<file path="config.mk">
export PLATFORM = sky130hd
export DESIGN_NAME = pulse_stretch_generator
export DESIGN_NICKNAME = d
export VERILOG_FILES = /design/src/rtl/pulse_stretch_generator.sv
export SDC_FILE = /design/constraint.sdc
export NUM_CORES = 1
export LEC_CHECK = 0
export BUFFER_PORTS_ARGS = -buffer_cell sky130_fd_sc_hd__buf_2
export CAP_MARGIN = 20
export CORE_MARGIN = 1
export CORE_UTILIZATION = 57
export DETAILED_ROUTE_END_ITERATION = 7
export PLACE_DENSITY_LB_ADDON = 0.2
export RECOVER_POWER = 50
export SETUP_SLACK_MARGIN = 0.5
export SYNTH_ARGS = -nofsm -noshare
export SYNTH_HDL_FRONTEND = slang
export SYNTH_SLANG_ARGS = --single-unit
</file>
<file path="constraint.sdc">
create_clock -name clk -period 2.5 [get_ports clk]
set_input_delay 0.375 -clock clk [delete_from_list [all_inputs] [get_ports clk]]
set_output_delay 0.375 -clock clk [all_outputs]
set_load 0.1 [all_outputs]
</file>
<file path="src/rtl/pulse_stretch_generator.sv">
// Edge-to-level generator: turns single-cycle requests into HOLD_CYCLES-wide level pulses
// separated by at least GAP_CYCLES low cycles, queueing (by count) requests that arrive mid-pulse.
module pulse_stretch_generator #(
   parameter int HOLD_CYCLES = 16,
   parameter int GAP_CYCLES  = 8,
   parameter int MAX_PENDING = 7,
   parameter int PEND_W      = 3
) (
   input  logic              clk,
   input  logic              rst,
   input  logic              i_req,
   input  logic              i_abort,
   input  logic              i_clr_ovf,
   output logic              o_level,
   output logic              o_busy,
   output logic [PEND_W-1:0] o_pending,
   output logic              o_overflow
);

   localparam int MAX_HG = (HOLD_CYCLES > GAP_CYCLES) ? HOLD_CYCLES : GAP_CYCLES;
   localparam int CNT_W  = $clog2(MAX_HG) + 1;
   localparam logic [CNT_W-1:0]  HOLD_LD  = CNT_W'(HOLD_CYCLES - 1);
   localparam logic [CNT_W-1:0]  GAP_LD   = CNT_W'(GAP_CYCLES - 1);
   localparam logic [PEND_W-1:0] PEND_MAX = PEND_W'(MAX_PENDING);

   typedef enum logic [1:0] {
      IDLE = 2'd0,
      HIGH = 2'd1,
      GAP  = 2'd2
   } state_t;

   state_t             r_state, w_state_nx;
   logic [CNT_W-1:0]   r_cnt, w_cnt_nx;
   logic [PEND_W-1:0]  r_pend, w_pend_nx;
   logic               r_ovf, w_ovf_nx;
   logic               r_level, r_busy;
   logic               w_cnt_zero, w_full;

   assign w_cnt_zero = (r_cnt == '0);
   assign w_full     = (r_pend == PEND_MAX);

   always_comb begin
      w_state_nx = r_state;
      w_cnt_nx   = r_cnt;
      w_pend_nx  = r_pend;
      w_ovf_nx   = r_ovf;
      // Clear first so a drop in the same cycle overrides it.
      if (i_clr_ovf) w_ovf_nx = 1'b0;
      if (i_abort) begin
         w_state_nx = IDLE;
         w_cnt_nx   = '0;
         w_pend_nx  = '0;
      end else begin
         case (r_state)
            IDLE: begin
               if (i_req) begin
                  w_state_nx = HIGH;
                  w_cnt_nx   = HOLD_LD;
               end
            end
            HIGH: begin
               if (w_cnt_zero) begin
                  w_state_nx = GAP;
                  w_cnt_nx   = GAP_LD;
               end else begin
                  w_cnt_nx = r_cnt - 1'b1;
               end
               if (i_req) begin
                  if (w_full) w_ovf_nx  = 1'b1;
                  else        w_pend_nx = r_pend + 1'b1;
               end
            end
            GAP: begin
               if (w_cnt_zero) begin
                  // A request at gap end never drops: it cancels a pop or starts the pulse itself.
                  if (r_pend != '0) begin
                     w_state_nx = HIGH;
                     w_cnt_nx   = HOLD_LD;
                     if (!i_req) w_pend_nx = r_pend - 1'b1;
                  end else if (i_req) begin
                     w_state_nx = HIGH;
                     w_cnt_nx   = HOLD_LD;
                  end else begin
                     w_state_nx = IDLE;
                  end
               end else begin
                  w_cnt_nx = r_cnt - 1'b1;
                  if (i_req) begin
                     if (w_full) w_ovf_nx  = 1'b1;
                     else        w_pend_nx = r_pend + 1'b1;
                  end
               end
            end
            default: begin
               w_state_nx = IDLE;
               w_cnt_nx   = '0;
               w_pend_nx  = '0;
            end
         endcase
      end
   end

   always_ff @(posedge clk or posedge rst) begin
      if (rst) begin
         r_state <= IDLE;
         r_cnt   <= '0;
         r_pend  <= '0;
         r_ovf   <= 1'b0;
         r_level <= 1'b0;
         r_busy  <= 1'b0;
      end else begin
         r_state <= w_state_nx;
         r_cnt   <= w_cnt_nx;
         r_pend  <= w_pend_nx;
         r_ovf   <= w_ovf_nx;
         r_level <= (w_state_nx == HIGH);
         r_busy  <= (w_state_nx != IDLE);
      end
   end

   assign o_level    = r_level;
   assign o_busy     = r_busy;
   assign o_pending  = r_pend;
   assign o_overflow = r_ovf;

endmodule

</file>
==> run summary, run 1 <==
Status -> finished clean
Core Region -> 1580 sq um
Synth cell count leaders -> dfrtp_1 (13), o21ai_0 (13), inv_1 (10)
Final setup TNS -> 0 ps
Die width -> 44.0 microns
Final Hold Viols -> 0
CP Max Fanout -> 5
Final Cycle Share -> 79.5%
Fillers -> 139
Minimum clock period -> 1990 ps
Die span in y -> 44.0 microns
Residual DRC count -> 0
Initial DRC Count -> 23
CTS tree -> built
Peak supply drop -> 657 uV
Worst Hold Class -> in -> async
Top FF cell, synth -> dfrtp_1
Cell area after synthesis -> 1010 sq um
Synthesized flop and latch total -> 13
DR vias -> 910
Max-slew headroom -> 22.6%
Largest net degree at the start of global routing -> 15
H-Tree Level Count -> 1
Worst EP arrival -> 2150 ps
RSZ-0062 raised after global routing -> true
Row cnt -> 14
Clock skew -> 1.06 ps
Clock transition at the registers of the reported paths -> 80 ps
CTS Sinks -> 13
Initial Util -> 63.8%
Clock Tree Root -> clkbuf_4
Mapped Nets -> 128
Mean Syn Cell Area -> 8.75 sq um
Crit start category -> flop
Yosys cell types -> 41
Vias in the first global route -> 822
Synth area leaders -> dfrtp_1 (32%), ha_1 (10%), o21ai_0 (6.5%)
N_diodes -> 0
Post-synth EDFFs -> 0
Clock Path Buffers -> 2
Seq/Total Area, Yosys -> 32.3%
Max Fclk -> 503 MHz
Synth top area share -> 32.3%
Final Instance Area -> 1110 sq um
Crit Reg-Reg Endpoint -> r_cnt[0]
Total routed wirelength -> 2250 microns
Synth area leader -> dfrtp_1
Congestion Overflow GR -> 0
P_leak -> 0.487 nW
Worst-Skew Late Latency -> 280 ps
Critical path required time -> 2660 ps
Critical setup path kind -> reg -> reg
# IOs -> 11
Power Dens Cells -> 666 nW/um^2
Final core occ -> 70.5%
Tot Pwr -> 0.740 mW
Buffers on Ports -> 10
Slew @ Worst Pin -> 1170 ps
Post-DP HPWL -> 1620 microns
Share of layout cells above drive strength 1 -> 28.6%
Placed Area -> 1030 sq um
Final Max Tran Viols -> 0
Layout area overhead -> 10.4%
Avg WL per Cell -> 15.8 microns
Total Die Area -> 1940 sq um
GP Congestion -> 0.891
R2r startpoint -> r_cnt[1]
Final Setup Violations -> 0
Post-route ant nets -> 0
Global-route wire length before repair -> 3590 microns
Total track usage -> 24.8%
Synthesized instance count -> 115
Cts bufs inserted -> 3
Max-cap violations -> 0
DRT Pass-1 Iters -> 4
Synth async-reset ratio -> 100%
Reg2Reg Depth -> 6
Initial antenna violation count -> 0
Yosys Warn Count -> 0
Flop2flop setup slack -> 510 ps
Via-to-Cell Ratio -> 6.41
Final nets -> 140
Crit. End Element -> flop
## layout by cell type, fill, tap and decap left out, types with 2 or more instances in the layout
cell type / n
a21oi_1: 7
a31o_2: 4
buf_2: 7
buf_4: 4
clkbuf_1: 3
clkbuf_4: 3
dfrtp_1: 10
dfrtp_2: 3
ha_1: 6
inv_1: 9
nand2_1: 7
nand2b_1: 2
nand3_1: 4
nor2_1: 6
nor2b_1: 5
o2111ai_1: 2
o21ai_0: 13
o31ai_1: 2
or2_2: 2
## how the worst max path moves through the flow
stage / from / endpoint / slack [ps] / cells after the start
2_1_floorplan: r_cnt[0] / r_cnt[0] / 510 / 7
3_3_place_gp: r_cnt[0] / r_cnt[0] / 430 / 6
3_5_place_dp: r_cnt[0] / r_cnt[0] / 360 / 6
4_1_cts: r_cnt[1] / r_cnt[0] / 530 / 6
5_1_grt: r_cnt[1] / r_cnt[1] / 440 / 6
6_report: r_cnt[1] / r_cnt[0] / 510 / 6
## cells by family after synthesis
kind of cell | Yosys count | synth area share (%)
mux | 1 | 0.995
simple gates | 35 | 20.0
compound gates | 41 | 27.9
fa+ha+maj | 8 | 9.95
flops | 13 | 32.3
buf+inv | 17 | 8.83
## power by group
| part | total (mW) | switching, mW | internal (mW) | leakage (nW) |
|---|---|---|---|---|
| combinational | 0.349 | 0.218 | 0.131 | 0.301 |
| clock | 0.131 | 0.0714 | 0.0594 | 0.0177 |
| sequential | 0.261 | 0.0258 | 0.235 | 0.169 |
| total | 0.740 | 0.315 | 0.425 | 0.487 |
## final cells by class
cell class	instances	area, sq um	area share (%)
clock buffers	3	22.5	2.03
clock inverters	1	5.00	0.450
inverters	10	37.5	3.38
multi-input cells	85	621	55.9
flip-flops and latches	13	329	29.6
well taps	16	20.0	1.80
repair buffers	14	76.3	6.87
## critical path, stage by stage, from the launching register on
cell and delay, ps:
dfrtp_1 400, inv_1 90, ha_4 150, or4b_4 490
or3_4 410, o31ai_1 220, a21oi_1 110
## stage by stage
step	worst slack [ps]	instances	hold WS (ps)
after global placement	429	134	411
final	513	142	103
after floorplan	512	115	252
after detailed placement	363	134	419
after global routing	439	142	154
after CTS	534	142	115
## routing by layer
| metal | global-route usage (%) | vias to the layer above | part of all wire (%) |
|---|---|---|---|
| li1 | - | 438 | - |
| met1 | 36.3 | 424 | 42 |
| met2 | 38.2 | 44 | 49 |
| met3 | 2.45 | 4 | 7.0 |
| met4 | 9.09 | 0 | 1.1 |
| met5 | 0 | - | 0 |
## flip-flops by register name, summed over array words and instances, names as in the netlist
register / cells
r_state: 2
o_pending: 3
o_overflow: 1
o_level: 1
o_busy: 1
r_cnt: 5
## what timing repair did
item	in CTS	in global routing
hold buffers	0	0
buffers inserted	4	0
pin swaps	0	1
gates cloned	0	0
setup endpoints to repair	6	5
resized for setup	2	5
No activity file was read; power rests on OpenSTA's default activity.
==> run 2: changes to the inputs <==
- ABC_AREA: not set -> 1
- CORE_UTILIZATION: 57 -> 56
- clock period: 2.5 -> 1.9 ns (I/O delays scaled with it)
==> run 2 against run 1 <==
Against the previous run:
- register-to-register slack lost 50 ps
- sequential cell count unchanged
- largest power group unchanged
- sequential power increased by 40%
- sequential share of layout area is 3.7 points lower
- clock skew is 3.8 ps higher
- synthesized area shrank 6.1%
- clock-buffer cell count did not move
- clock power up 43%
- the run now ends with hold timing left
- power rose by 69%
- critical path depth down 5
- utilization is 14 points higher
- non-clock buffer count is 9 higher
==> run summary, run 2 <==
Worst Hold Class -> in -> async
Final Max Tran Viols -> 0
Total routed wirelength -> 2540 microns
Post-route ant nets -> 0
Synth area leaders -> dfrtp_1 (34%), ha_1 (11%), nand2_1 (10%)
Final Instance Area -> 1300 sq um
Largest register FFs -> 5
R2r startpoint -> r_cnt[0]
Most common cell in the synthesized netlist -> nand2_1
Clk pwr share -> 15.0%
Vias in the first global route -> 918
Total Die Area -> 1860 sq um
Yosys Warn Count -> 0
Die span in y -> 43.1 microns
CP Max Fanout -> 4
Commonest non-fill, non-tap cell in the layout -> nand2_1
Share of layout cells above drive strength 1 -> 45.5%
Cell area after synthesis -> 945 sq um
Final Hold Viols -> 3
Power Dens Cells -> 958 nW/um^2
Total track usage -> 29.3%
Worst EP arrival -> 1190 ps
Top FF cell, synth -> dfrtp_1
Avg WL per Cell -> 15.0 microns
Row cnt -> 14
Crit path from -> o_pending[2]
Initial antenna violation count -> 0
Max Fclk -> 678 MHz
Critical path required time -> 1620 ps
Peak supply drop -> 913 uV
Slowest stage delay, CP -> 460 ps
Synth async-reset ratio -> 100%
DRT Pass-1 Iters -> 4
Crit. End Element -> output pin
Top delay family on crit path -> buffers and inverters
Via-to-Cell Ratio -> 5.44
Initial DRC Count -> 37
Largest net degree at the start of global routing -> 14
CTS tree -> built
Clock Path Buffers -> 2
Worst-Skew Late Latency -> 290 ps
Synthesized instance count -> 128
Pint -> 0.651 mW
Critical setup path kind -> reg -> out
GP Congestion -> 0.860
Final setup TNS -> 0 ps
Cts bufs inserted -> 3
# IOs -> 11
Status -> finished with violations
Buffers on Ports -> 10
Die width -> 43.1 microns
Worst hold slack -> -0.868 ps
CTS Sinks -> 13
Flop pwr share -> 29.3%
Mean Syn Cell Area -> 7.38 sq um
Hold buffer count at cts -> 0
Final Cycle Share -> 77.6%
Clock Tree Root -> clkbuf_4
Clock transition at the registers of the reported paths -> 90 ps
Core Region -> 1540 sq um
Synth area leader -> dfrtp_1
Global-route wire length before repair -> 3970 microns
Residual DRC count -> 0
CP Buf/Inv Count -> 1
Slowest CP cell -> clkbuf_2
Pre-CTS setup slack -> 308 ps
DR vias -> 924
Failing checks -> hold timing
H-Tree Level Count -> 1
Synth top area share -> 34.4%
P_leak -> 0.653 nW
Final Setup Violations -> 0
Setup slack after layout -> 425 ps
Switching Fraction -> 47.8%
Minimum clock period -> 1480 ps
Synthesized flop and latch total -> 13
Final nets -> 168
Clock skew -> 4.85 ps
Critical Path, Cell by Cell -> clkbuf_2
Logic pwr share -> 55.7%
Mapped Nets -> 141
Post-synth EDFFs -> 0
Post-DP HPWL -> 1570 microns
Max-cap violations -> 0
RSZ-0062 raised after global routing -> true
Max-slew headroom -> 64.1%
Reg with most FFs -> r_cnt
Initial Util -> 61.3%
N_diodes -> 0
Seq/Total Area, Yosys -> 34.4%
Placed Area -> 1060 sq um
Most frequent cells in the layout -> nand2_1 (24), buf_4 (15), inv_1 (13)
Layout area overhead -> 37.9%
Slew @ Worst Pin -> 541 ps
Yosys cell types -> 23
Synth cell count leaders -> nand2_1 (26), inv_1 (23), nor2_1 (14)
Crit start category -> flop
NetSw -> 0.596 mW
Congestion Overflow GR -> 0
run 2: cell count changes after synthesis, moves of 5 or more:
cell,before,now
nand2_1,7,26
nor2_1,6,14
nand3_1,4,11
o21ai_0,13,4
inv_1,10,23
nor2b_1,5,0
run 2: final cells by class:
| type | instances | area (sq um) |
|---|---|---|
| fill | 95 | 239 |
| sequential | 13 | 338 |
| clock buffer | 3 | 22.5 |
| multi-input combinational | 91 | 668 |
| timing repair buffer | 23 | 153 |
| clock inverter | 1 | 5.00 |
| inverter | 23 | 96.3 |
| tap | 16 | 20.0 |
run 2: cell families after synthesis:
group,synth area share [%]
AO/OA/AOI/OAI,14.2
XOR/XNOR,0.927
adder cells (fa/ha/maj),10.6
buffers and inverters,9.67
flip-flops,34.4
AND/OR/NAND/NOR,30.2
run 2: repair_timing:
| action | in CTS | in global routing |
|---|---|---|
| buffers inserted | 5 | 8 |
| pin swaps | 7 | 9 |
| endpoints found under the setup margin | 16 | 13 |
| gates resized for setup | 21 | 17 |
run 2: final timing paths:
kind / end / slack (ps) / cells after the start
max in group asynchronous: o_pending[2] / 1520 / 2
worst max register to register: o_pending[2] / 460 / 7
worst max-delay path: o_pending[2] / 420 / 1
worst min register to register: o_overflow / 530 / 2
min in group clk: o_overflow / 230 / 3
worst min-delay path: o_pending[0] / -0.9 / 2
run 2: through the flow:
| step | std cells | utilization [%] | hold WS, ps | total power, mW |
|---|---|---|---|---|
| global placement | 153 | 68.8 | 326 | 0.839 |
| floorplan | 128 | - | 162 | 0.764 |
| global route | 170 | 84.5 | 60.1 | 1.31 |
| detailed placement | 153 | 68.8 | 328 | 0.854 |
| CTS | 162 | 77.6 | 14.4 | 1.11 |
| finish | 170 | 84.5 | -0.868 | 1.25 |
run 2: power groups by stage:
stage,registers [mW],logic (mW),clock network (mW)
after floorplan,0.458,0.306,0
after global placement,0.362,0.477,0
after detailed placement,0.363,0.491,0
after CTS,0.363,0.561,0.186
after global routing,0.369,0.745,0.200
final,0.366,0.694,0.187
run 2: layer usage:
metal | routed length (microns) | vias up | GRT usage, %
li1 | - | 462 | -
met1 | 1150 | 431 | 37.2
met2 | 1250 | 24 | 48.2
met3 | 87 | 7 | 4.26
met4 | 53 | 0 | 14.5
met5 | 0 | - | 0
==> run 3: changes to the inputs <==
- clock period: 1.9 -> 1.4 ns (I/O delays scaled with it)
==> run 3 against run 2 <==
Against the previous run:
- the run now fails in 5_1_grt
- synthesized cell count unchanged
- synthesized area did not move
==> run summary, run 3 <==
CTS Sinks -> 13
Clock Tree Root -> clkbuf_4
Synthesized flop and latch total -> 13
Yosys cell types -> 23
Halt Reason -> [ERROR GRT-0232] Routing congestion too high. Check the congestion heatmap in the GUI.
Die span in y -> 43.1 microns
Mean Syn Cell Area -> 7.38 sq um
Status -> stopped before the end
Clock Path Buffers -> 2
Cell area after synthesis -> 945 sq um
Synth area leaders -> dfrtp_1 (34%), ha_1 (11%), nand2_1 (10%)
Pre-CTS setup slack -> -26.8 ps
GR repair worst EP -> o_pending[0]$_DFFE_PP0P_/D
Worst EP Category -> register data pin
Mapped Nets -> 141
Post-synth EDFFs -> 0
H-Tree Level Count -> 1
Row cnt -> 14
Initial Util -> 61.3%
Congestion Overflow GR -> 2
Exit stage -> 5_1_grt
Synth async-reset ratio -> 100%
# IOs -> 11
Top FF cell, synth -> dfrtp_1
Synthesized instance count -> 128
Placed Area -> 1210 sq um
Synth area leader -> dfrtp_1
Most common cell in the synthesized netlist -> nand2_1
Cts bufs inserted -> 3
Total track usage -> 67.7%
GP Congestion -> 0.857
Buffers on Ports -> 10
Post-DP HPWL -> 1730 microns
Synth top area share -> 34.4%
Yosys Warn Count -> 0
Largest net degree at the start of global routing -> 14
Die width -> 43.1 microns
Seq/Total Area, Yosys -> 34.4%
Synth cell count leaders -> nand2_1 (26), inv_1 (23), nor2_1 (14)
[run 3: what timing repair did]
| action | in CTS |
|---|---|
| resized for setup | 21 |
| setup buffers | 4 |
| endpoints found under the hold margin | 13 |
| pin swaps | 9 |
| endpoints found under the setup margin | 19 |
[run 3: cells by family after synthesis]
kind of cell | share of synthesized area (%)
AND/OR/NAND/NOR | 30.2
buffers and inverters | 9.67
AO/OA/AOI/OAI | 14.2
flip-flops | 34.4
adder cells (fa/ha/maj) | 10.6
XOR/XNOR | 0.927
[run 3: layer usage]
layer	global-route usage, %	overflow
met1	70.5	0
met2	84.5	0
met3	48.1	0
met4	67.9	2
met5	0	0
[run 3: through the flow]
stage | std cells | util [%]
after CTS | 174 | 86.4
after detailed placement | 166 | 78.2
after global placement | 166 | 78.2
after floorplan | 128 | -
==> run 4: changes to the inputs <==
- CORE_AREA: not set -> 2 2 63 65
- CORE_MARGIN: 1 -> not set
- CORE_UTILIZATION: 56 -> not set
- DIE_AREA: not set -> 0 0 65 67
- PLACE_DENSITY_LB_ADDON: 0.2 -> 0.15
- SETUP_SLACK_MARGIN: 0.5 -> not set
==> run 4 against run 3 <==
Against the previous run:
- the flow now finishes, with violations (setup timing)
==> run summary, run 4 (synthesis gave the netlist of run 2 again) <==
Status -> finished with violations
Failing checks -> setup timing
DRT Pass-1 Iters -> 4
Final Hold Viols -> 0
Final Setup Violations -> 3
P_leak -> 0.714 nW
Pre-CTS setup slack -> -87.9 ps
Global-route wire length before repair -> 4200 microns
CP Max Fanout -> 7
Slew @ Worst Pin -> 564 ps
Logic pwr share -> 53.9%
Max-slew headroom -> 62.4%
RSZ-0062 raised after global routing -> true
Pint -> 1.02 mW
GP Congestion -> 0.736
Initial Util -> 26.2%
Max Fclk -> 707 MHz
N_diodes -> 0
Final Cycle Share -> 101%
CTS tree -> built
Share of layout cells above drive strength 1 -> 41.5%
H-Tree Level Count -> 1
Most frequent cells in the layout -> nand2_1 (23), buf_4 (23), inv_1 (15)
Total routed wirelength -> 2530 microns
DR vias -> 984
Critical setup path kind -> reg -> reg
Die width -> 65 microns
Setup slack after layout -> -15.0 ps
Largest register FFs -> 5
Clock Path Buffers -> 2
Largest net degree at the start of global routing -> 14
Die span in y -> 67 microns
Clk pwr share -> 19.4%
Layout area overhead -> 51.8%
Final Instance Area -> 1430 sq um
Initial DRC Count -> 22
Peak supply drop -> 583 uV
Congestion Overflow GR -> 0
Clock skew -> 3.09 ps
Power Dens Cells -> 1260 nW/um^2
Buffers on Ports -> 10
Worst hold slack -> 2.55 ps
Minimum clock period -> 1420 ps
Total track usage -> 12.6%
Flop pwr share -> 26.7%
Via-to-Cell Ratio -> 4.64
Post-DP HPWL -> 1920 microns
NetSw -> 0.781 mW
Flop2flop setup slack -> -20 ps
Final setup TNS -> -28.7 ps
Vias in the first global route -> 930
Crit start category -> flop
# IOs -> 11
CTS Sinks -> 13
Final nets -> 178
Final Max Tran Viols -> 0
Post-route ant nets -> 0
Crit. End Element -> flop
Clock Tree Root -> clkbuf_8
Placed Area -> 1260 sq um
Critical path required time -> 1540 ps
Clock transition at the registers of the reported paths -> 60 ps
Total Die Area -> 4360 sq um
Worst-Skew Late Latency -> 250 ps
Avg WL per Cell -> 12.0 microns
Worst Hold Class -> in -> async
Row cnt -> 22
Reg with most FFs -> r_cnt
Tot Pwr -> 1.80 mW
Worst EP arrival -> 1550 ps
Residual DRC count -> 0
Switching Fraction -> 43.3%
Core Region -> 3610 sq um
Cts bufs inserted -> 3
Initial antenna violation count -> 0
Max-cap violations -> 0
==> run 4: per-layer routing <==
layer / vias to the layer above / share of wire (%) / global-route usage, % / wire, microns
li1: 487 / - / - / -
met1: 468 / 48 / 16.6 / 1220
met2: 22 / 48 / 20.4 / 1210
met3: 7 / 1.5 / 1.52 / 39
met4: 0 / 2.3 / 6.12 / 59
met5: - / 0 / 0 / 0
==> run 4: cell type report <==
| type | instances | area (sq um) |
|---|---|---|
| Sequential cell | 13 | 338 |
| Fill cell | 369 | 2170 |
| Clock buffer | 3 | 41.3 |
| Multi-Input combinational cell | 91 | 641 |
| Tap cell | 48 | 60.1 |
| Inverter | 23 | 96.3 |
| Timing Repair Buffer | 33 | 253 |
| Clock inverter | 1 | 5.00 |
==> run 4: worst paths after layout <==
check                            from           end  cells after the start
setup / recovery           r_state[1]        o_busy                      8
hold / removal                    rst        o_busy                      2
setup reg to reg           r_state[1]        o_busy                      8
hold reg to reg            o_overflow    o_overflow                      2
max in group asynchronous         rst  o_pending[2]                      2
min in group clk            i_clr_ovf    o_overflow                      3
==> run 4: power groups by stage <==
stage	Sequential, mW	Clock [mW]	Combinational, mW
floorplan	0.622	0	0.415
global placement	0.485	0	0.829
detailed placement	0.487	0	0.833
CTS	0.479	0.361	0.887
global route	0.489	0.383	1.05
finish	0.481	0.351	0.972
==> run 4: stage by stage <==
step	utilization, %	instances
after floorplan	-	128
final	39.8	212
after detailed placement	34.9	202
after global routing	39.8	212
after CTS	37.5	207
after global placement	34.9	202
==> run 4: critical path, stage by stage (launching register included) <==
cell and delay (ps):
dfrtp_1 390, buf_4 150, ha_4 170, inv_1 90, nand2_4 90, nand3_1 90
o21ai_1 80, o21ai_2 170, nand2_1 70
==> run 4: what timing repair did <==
item                       in CTS  in global routing
setup buffers                   1                  5
resized for setup               8                 16
hold buffers                    0                  0
gates cloned                    0                  0
pin swaps                       6                  8
setup endpoints to repair      13                 12
